===== src/rtl/regfile_wb_arbiter_if.sv =====
// regfile_wb_arbiter_if: writeback requests, scoreboard and register-block write port bundle
// Ports (slave = arbiter view):
//   a_*/m_* : ALU and load writeback requests (valid/ready/reg/data/byte)
//   issue_* : decode destination reservation; read_reg1/2 -> hazard
//   regWrite/write_reg/write_data/byteOperations : register block write port
//   busy    : scoreboard vector
interface regfile_wb_arbiter_if #(parameter int NREGS = 32, parameter int DATA_W = 32);
  logic              a_valid;
  logic              a_ready;
  logic [4:0]        a_reg;
  logic [DATA_W-1:0] a_data;
  logic              a_byte;
  logic              m_valid;
  logic              m_ready;
  logic [4:0]        m_reg;
  logic [DATA_W-1:0] m_data;
  logic              m_byte;
  logic              issue_valid;
  logic [4:0]        issue_reg;
  logic [4:0]        read_reg1;
  logic [4:0]        read_reg2;
  logic              hazard;
  logic              regWrite;
  logic [4:0]        write_reg;
  logic [DATA_W-1:0] write_data;
  logic              byteOperations;
  logic [NREGS-1:0]  busy;
  modport slave (
    input  a_valid, a_reg, a_data, a_byte,
    input  m_valid, m_reg, m_data, m_byte,
    input  issue_valid, issue_reg, read_reg1, read_reg2,
    output a_ready, m_ready, hazard,
    output regWrite, write_reg, write_data, byteOperations, busy
  );
  modport master (
    output a_valid, a_reg, a_data, a_byte,
    output m_valid, m_reg, m_data, m_byte,
    output issue_valid, issue_reg, read_reg1, read_reg2,
    input  a_ready, m_ready, hazard,
    input  regWrite, write_reg, write_data, byteOperations, busy
  );
endinterface


===== src/rtl/regfile_wb_arbiter.sv =====
// regfile_wb_arbiter: round-robin share of the register write port between ALU and load paths, plus busy scoreboard
// Ports:
//   clk   : clock, rising edge
//   rst_n : asynchronous active-low reset
//   bus   : regfile_wb_arbiter_if.slave (requests, scoreboard, register write port)
module regfile_wb_arbiter #(
  parameter int NREGS  = 32,
  parameter int DATA_W = 32
) (
  input logic                 clk,
  input logic                 rst_n,
  regfile_wb_arbiter_if.slave bus
);
  logic              last_m_q, last_m_d;
  logic              rw_q, rw_d;
  logic [4:0]        wr_q, wr_d;
  logic [DATA_W-1:0] wd_q, wd_d;
  logic              bo_q, bo_d;
  logic [NREGS-1:0]  busy_q, busy_d;
  logic              gnt_a, gnt_m, xfer, sel_byte;
  logic [4:0]        sel_reg;
  logic [DATA_W-1:0] sel_data;
  // A wins when alone, or when contested and M won last time
  assign gnt_a    = bus.a_valid && (!bus.m_valid || last_m_q);
  assign gnt_m    = bus.m_valid && !gnt_a;
  assign xfer     = gnt_a || gnt_m;
  assign sel_reg  = gnt_a ? bus.a_reg  : bus.m_reg;
  assign sel_data = gnt_a ? bus.a_data : bus.m_data;
  assign sel_byte = gnt_a ? bus.a_byte : bus.m_byte;
  assign bus.a_ready = gnt_a;
  assign bus.m_ready = gnt_m;
  always_comb begin
    last_m_d = xfer ? gnt_m : last_m_q;
    rw_d     = xfer && sel_reg != 5'd0;
    wr_d     = xfer ? sel_reg : wr_q;
    wd_d     = !xfer ? wd_q : sel_byte ? {{(DATA_W-8){1'b0}}, sel_data[7:0]} : sel_data;
    bo_d     = xfer ? sel_byte : bo_q;
  end
  // Clear applied before set so a same-cycle reissue keeps the register busy
  always_comb begin
    busy_d = busy_q;
    if (xfer) busy_d[sel_reg] = 1'b0;
    if (bus.issue_valid) busy_d[bus.issue_reg] = 1'b1;
    busy_d[0] = 1'b0;
  end
  always_ff @(posedge clk or negedge rst_n) begin
    if (!rst_n) begin
      last_m_q <= 1'b1;
      rw_q     <= 1'b0;
      wr_q     <= '0;
      wd_q     <= '0;
      bo_q     <= 1'b0;
      busy_q   <= '0;
    end else begin
      last_m_q <= last_m_d;
      rw_q     <= rw_d;
      wr_q     <= wr_d;
      wd_q     <= wd_d;
      bo_q     <= bo_d;
      busy_q   <= busy_d;
    end
  end
  assign bus.hazard = (bus.read_reg1 != 5'd0 && busy_q[bus.read_reg1]) ||
                      (bus.read_reg2 != 5'd0 && busy_q[bus.read_reg2]);
  assign bus.regWrite       = rw_q;
  assign bus.write_reg      = wr_q;
  assign bus.write_data     = wd_q;
  assign bus.byteOperations = bo_q;
  assign bus.busy           = busy_q;
endmodule

===== src/flat_wrapper.sv =====
// flat-port wrapper written by rule: the top's interface ports become plain ports
module regfile_wb_arbiter_flat 
#(
  parameter int NREGS  = 32,
  parameter int DATA_W = 32
)
  (clk, rst_n, bus_a_valid, bus_a_reg, bus_a_data, bus_a_byte, bus_m_valid, bus_m_reg, bus_m_data, bus_m_byte, bus_issue_valid, bus_issue_reg, bus_read_reg1, bus_read_reg2, bus_a_ready, bus_m_ready, bus_hazard, bus_regWrite, bus_write_reg, bus_write_data, bus_byteOperations, bus_busy);
  regfile_wb_arbiter_if #(.NREGS(NREGS), .DATA_W(DATA_W)) bus_i ();
  input logic clk;
  input logic rst_n;
  input wire logic [$bits(bus_i.a_valid)-1:0] bus_a_valid;
  input wire logic [$bits(bus_i.a_reg)-1:0] bus_a_reg;
  input wire logic [$bits(bus_i.a_data)-1:0] bus_a_data;
  input wire logic [$bits(bus_i.a_byte)-1:0] bus_a_byte;
  input wire logic [$bits(bus_i.m_valid)-1:0] bus_m_valid;
  input wire logic [$bits(bus_i.m_reg)-1:0] bus_m_reg;
  input wire logic [$bits(bus_i.m_data)-1:0] bus_m_data;
  input wire logic [$bits(bus_i.m_byte)-1:0] bus_m_byte;
  input wire logic [$bits(bus_i.issue_valid)-1:0] bus_issue_valid;
  input wire logic [$bits(bus_i.issue_reg)-1:0] bus_issue_reg;
  input wire logic [$bits(bus_i.read_reg1)-1:0] bus_read_reg1;
  input wire logic [$bits(bus_i.read_reg2)-1:0] bus_read_reg2;
  output wire logic [$bits(bus_i.a_ready)-1:0] bus_a_ready;
  output wire logic [$bits(bus_i.m_ready)-1:0] bus_m_ready;
  output wire logic [$bits(bus_i.hazard)-1:0] bus_hazard;
  output wire logic [$bits(bus_i.regWrite)-1:0] bus_regWrite;
  output wire logic [$bits(bus_i.write_reg)-1:0] bus_write_reg;
  output wire logic [$bits(bus_i.write_data)-1:0] bus_write_data;
  output wire logic [$bits(bus_i.byteOperations)-1:0] bus_byteOperations;
  output wire logic [$bits(bus_i.busy)-1:0] bus_busy;
  assign bus_i.a_valid = bus_a_valid;
  assign bus_i.a_reg = bus_a_reg;
  assign bus_i.a_data = bus_a_data;
  assign bus_i.a_byte = bus_a_byte;
  assign bus_i.m_valid = bus_m_valid;
  assign bus_i.m_reg = bus_m_reg;
  assign bus_i.m_data = bus_m_data;
  assign bus_i.m_byte = bus_m_byte;
  assign bus_i.issue_valid = bus_issue_valid;
  assign bus_i.issue_reg = bus_issue_reg;
  assign bus_i.read_reg1 = bus_read_reg1;
  assign bus_i.read_reg2 = bus_read_reg2;
  assign bus_a_ready = bus_i.a_ready;
  assign bus_m_ready = bus_i.m_ready;
  assign bus_hazard = bus_i.hazard;
  assign bus_regWrite = bus_i.regWrite;
  assign bus_write_reg = bus_i.write_reg;
  assign bus_write_data = bus_i.write_data;
  assign bus_byteOperations = bus_i.byteOperations;
  assign bus_busy = bus_i.busy;
  regfile_wb_arbiter #(.NREGS(NREGS), .DATA_W(DATA_W)) u_core (.clk(clk), .rst_n(rst_n), .bus(bus_i));
endmodule

===== config.mk =====
export PLATFORM = sky130hd
export DESIGN_NAME = regfile_wb_arbiter_flat
export DESIGN_NICKNAME = d
export VERILOG_FILES = /design/src/rtl/regfile_wb_arbiter_if.sv /design/src/rtl/regfile_wb_arbiter.sv /design/src/flat_wrapper.sv
export SDC_FILE = /design/constraint.sdc
export NUM_CORES = 1
export LEC_CHECK = 0
export ABC_AREA = 1
export CAP_MARGIN = 20
export CORE_MARGIN = 2
export CORE_UTILIZATION = 44
export CTS_BUF_LIST = sky130_fd_sc_hd__clkbuf_8
export CTS_CLUSTER_DIAMETER = 120
export DETAILED_ROUTE_END_ITERATION = 10
export HOLD_SLACK_MARGIN = 0.02
export PLACE_DENSITY_LB_ADDON = 0.05
export SLEW_MARGIN = 5
export SYNTH_ARGS = -nofsm -noshare
export SYNTH_HDL_FRONTEND = slang
export SYNTH_SLANG_ARGS = --single-unit

===== constraint.sdc =====
create_clock -name clk -period 2.12 [get_ports clk]
set_input_delay 0.212 -clock clk [delete_from_list [all_inputs] [get_ports clk]]
set_output_delay 0.212 -clock clk [all_outputs]
set_load 0.01 [all_outputs]

==> run summary <==
Status - complete, no violations
Io pins - 170
P_leak - 2.92 nW
Chip height - 99.1 um
FF+latch count, synth - 71
Pwr/cell area - 827 nW/um2
Switch share - 0.324
Post-Syn Instances - 515
CTS buffer count - 9
Iteration-0 DRC Markers - 336
Switching pwr - 1.65 mW
Register area share after synthesis - 0.447
Tcrit/Tclk final - 0.966
Row cnt - 34
Clk slew on worst S/H paths - 0.08 ns
GR Overflow Total - 0
H-tree lvl count - 3
Total global-route track usage - 0.258
Clock Path Buffers - 2
R2R Setup Slk - 0.29 ns
Worst-Skew Late Latency - 0.35 ns
Port Buf Inserts - 168
Clock root buffer - clkbuf_8
Max FO, Critical Path - 15
Final setup vio count - 0
Highest Clock Rate - 488 MHz
Netlist cell types - 28
Reg2reg path depth - 7
Worst flop-to-flop path startpoint - u_core.last_m_q
Core Util, Final - 0.706
Clock Power Share - 0.265
RSZ-0062 raised after global routing - false
Post-route clock skew - 0.0116 ns
CP arrival - 1.84 ns
Core area - 8720 um2
CTS tree - yes
Mapped Area - 3980 um2
Final GP Congestion - 0.914
Crit end category - output pin
Max Cap Viol - 0
Largest net degree at the start of global routing - 72
Max VDD drop - 0.442 mV
Final-layout fill cell count - 701
Top-area cell type share of the netlist area - 0.441
# clock sinks - 71
# nets final - 794
Largest cells by area after synthesis - dfrtp_1 44%, nand2_1 15%, nand3_1 7.8%, o21ai_0 6.4%, mux2i_1 6.0%
Final worst path period need - 2.05 ns
Ant. Diodes - 0
Pwr Total - 5.09 mW
Fraction of layout instances using a drive strength above 1 - 0.0882
Synthesis-to-layout area growth - 55.0%
Max reg flops - 32
Hold WC Path Type - in2async
Antenna violations before repair - 0
Drt pass-1 iters - 5
Die Wd - 99.1 um
Routed len/inst - 15.0 um
Seq pwr share - 0.375
Crit path launch type - flop
Max-slew violation count - 0
Design area - 6160 um2
Routed WL - 12.2 mm
Drt drc - 0
Reg2reg end - u_core.bus.busy[14]
Synth warn - 0
Starting Density - 0.456
Pint - 3.44 mW
Post-DP HPWL - 9.55 mm
First-pass GRT wire length - 20.3 mm
Mapped Nets - 611
Filler-free cell count of the finished design - 811
ANT nets after route - 0
DP Cell Count - 794
Detailed-route via count - 4217
CP required - 1.91 ns
Vias in the first global route - 4150
CP Class - reg2out
Combinational share of power - 0.360
Post-synth top area cell - dfrtp_1
Post-placement cell area - 5870 um2
Die area - 9810 um2
Final Hold Viols - 0
Via/cell ratio - 5.20
Syn Area/Cell - 7.72 um2
==> metrics by stage <==
stage	hold WS, ns	setup TNS (ns)	setup slack, ns
after floorplan	-0.0836	0	0.599
after global placement	0.258	-0.199	-0.199
after detailed placement	0.267	-0.197	-0.197
after CTS	0.410	0	0.000277
after global routing	0.426	0	0.00733
final	0.398	0	0.0713
==> critical path, cell delays in order (launching register included) <==
cell	delay (ns)
dfstp_2	0.52
inv_1	0.05
nand2_2	0.07
nand2_4	0.15
inv_2	0.13
clkdlybuf4s50_1	0.56
==> cell families after synthesis <==
logic type	share of synthesized area
simple gates	0.282
compound gates	0.131
buf+inv	0.0787
flops	0.447
mux	0.0604
other cells	0.000943
==> synth_stat cells <==
master,number
mux2i_1,24
o21ai_1,39
clkbuf_2,1
o21a_1,1
nand4_4,2
nor2_1,8
inv_2,3
dfrtp_1,70
nor3_1,1
clkbuf_1,4
or2_2,1
a22o_1,1
buf_2,9
a21oi_1,2
o21ai_2,3
o21ai_4,1
o21ai_0,51
inv_1,51
nand2_4,4
nand2_2,5
buf_8,1
nand3_4,2
buf_4,1
buf_6,2
conb_1,1
dfstp_2,1
nand2_1,164
nand3_1,62
==> power by group through the flow <==
stage	registers [mW]	clock network [mW]	logic, mW
after floorplan	1.98	0	0.693
after global placement	1.92	0	1.80
after detailed placement	1.93	0	1.83
after CTS	1.90	1.36	1.84
after global routing	1.94	1.44	2.02
final	1.91	1.35	1.83
==> cells in the final DEF (no fill, tap or decap), types with 4 or more instances in the layout <==
cell and instances:
mux2i_1 24, inv_1 50, nand3_1 61, nor2_1 8, clkbuf_8 11, nand2_1 164, inv_2 4, o21ai_0 51
dfrtp_1 70, nand2_4 4, buf_4 15, clkdlybuf4s50_1 163, o21ai_1 39, nand2_2 5
==> repair_timing <==
action | 4_1_cts | 5_1_grt
resized for setup | 1 | 9
buffers inserted | 0 | 0
hold buffers | 1 | 0
pin swaps | 0 | 0
endpoints found under the hold margin | 70 | 0
gates cloned | 0 | 0
endpoints found under the setup margin | 1 | 2
==> metal layers <==
metal  global-route usage  vias up  share of wire
met5                    0        -              0
met4               0.0738        0          0.014
met3               0.0574       19          0.075
met2                0.445      184           0.50
met1                0.326     1957           0.41
li1                     -     2057              -
==> how the worst max path moves through the flow <==
stage | start | endpoint | slack [ns] | cells past startpoint
6_report | u_core.last_m_q | bus_a_ready | 0.07 | 5
5_1_grt | u_core.last_m_q | bus_a_ready | 0.007 | 5
4_1_cts | u_core.last_m_q | bus_a_ready | 0.0003 | 5
3_5_place_dp | bus_read_reg1[0] | bus_hazard | -0.20 | 15
3_3_place_gp | bus_read_reg1[0] | bus_hazard | -0.20 | 15
2_1_floorplan | u_core.last_m_q | u_core.bus.busy[12] | 0.60 | 8
==> layout make-up <==
cell class | instances | area, um2 | share of cell area
Sequential cell | 71 | 1780 | 0.289
Multi-Input combinational cell | 372 | 1890 | 0.307
Clock inverter | 5 | 104 | 0.0169
Tap cell | 108 | 135 | 0.0219
Inverter | 54 | 203 | 0.0329
Timing Repair Buffer | 190 | 1900 | 0.308
Clock buffer | 11 | 151 | 0.0246
Power figures use the tool's default switching activity.
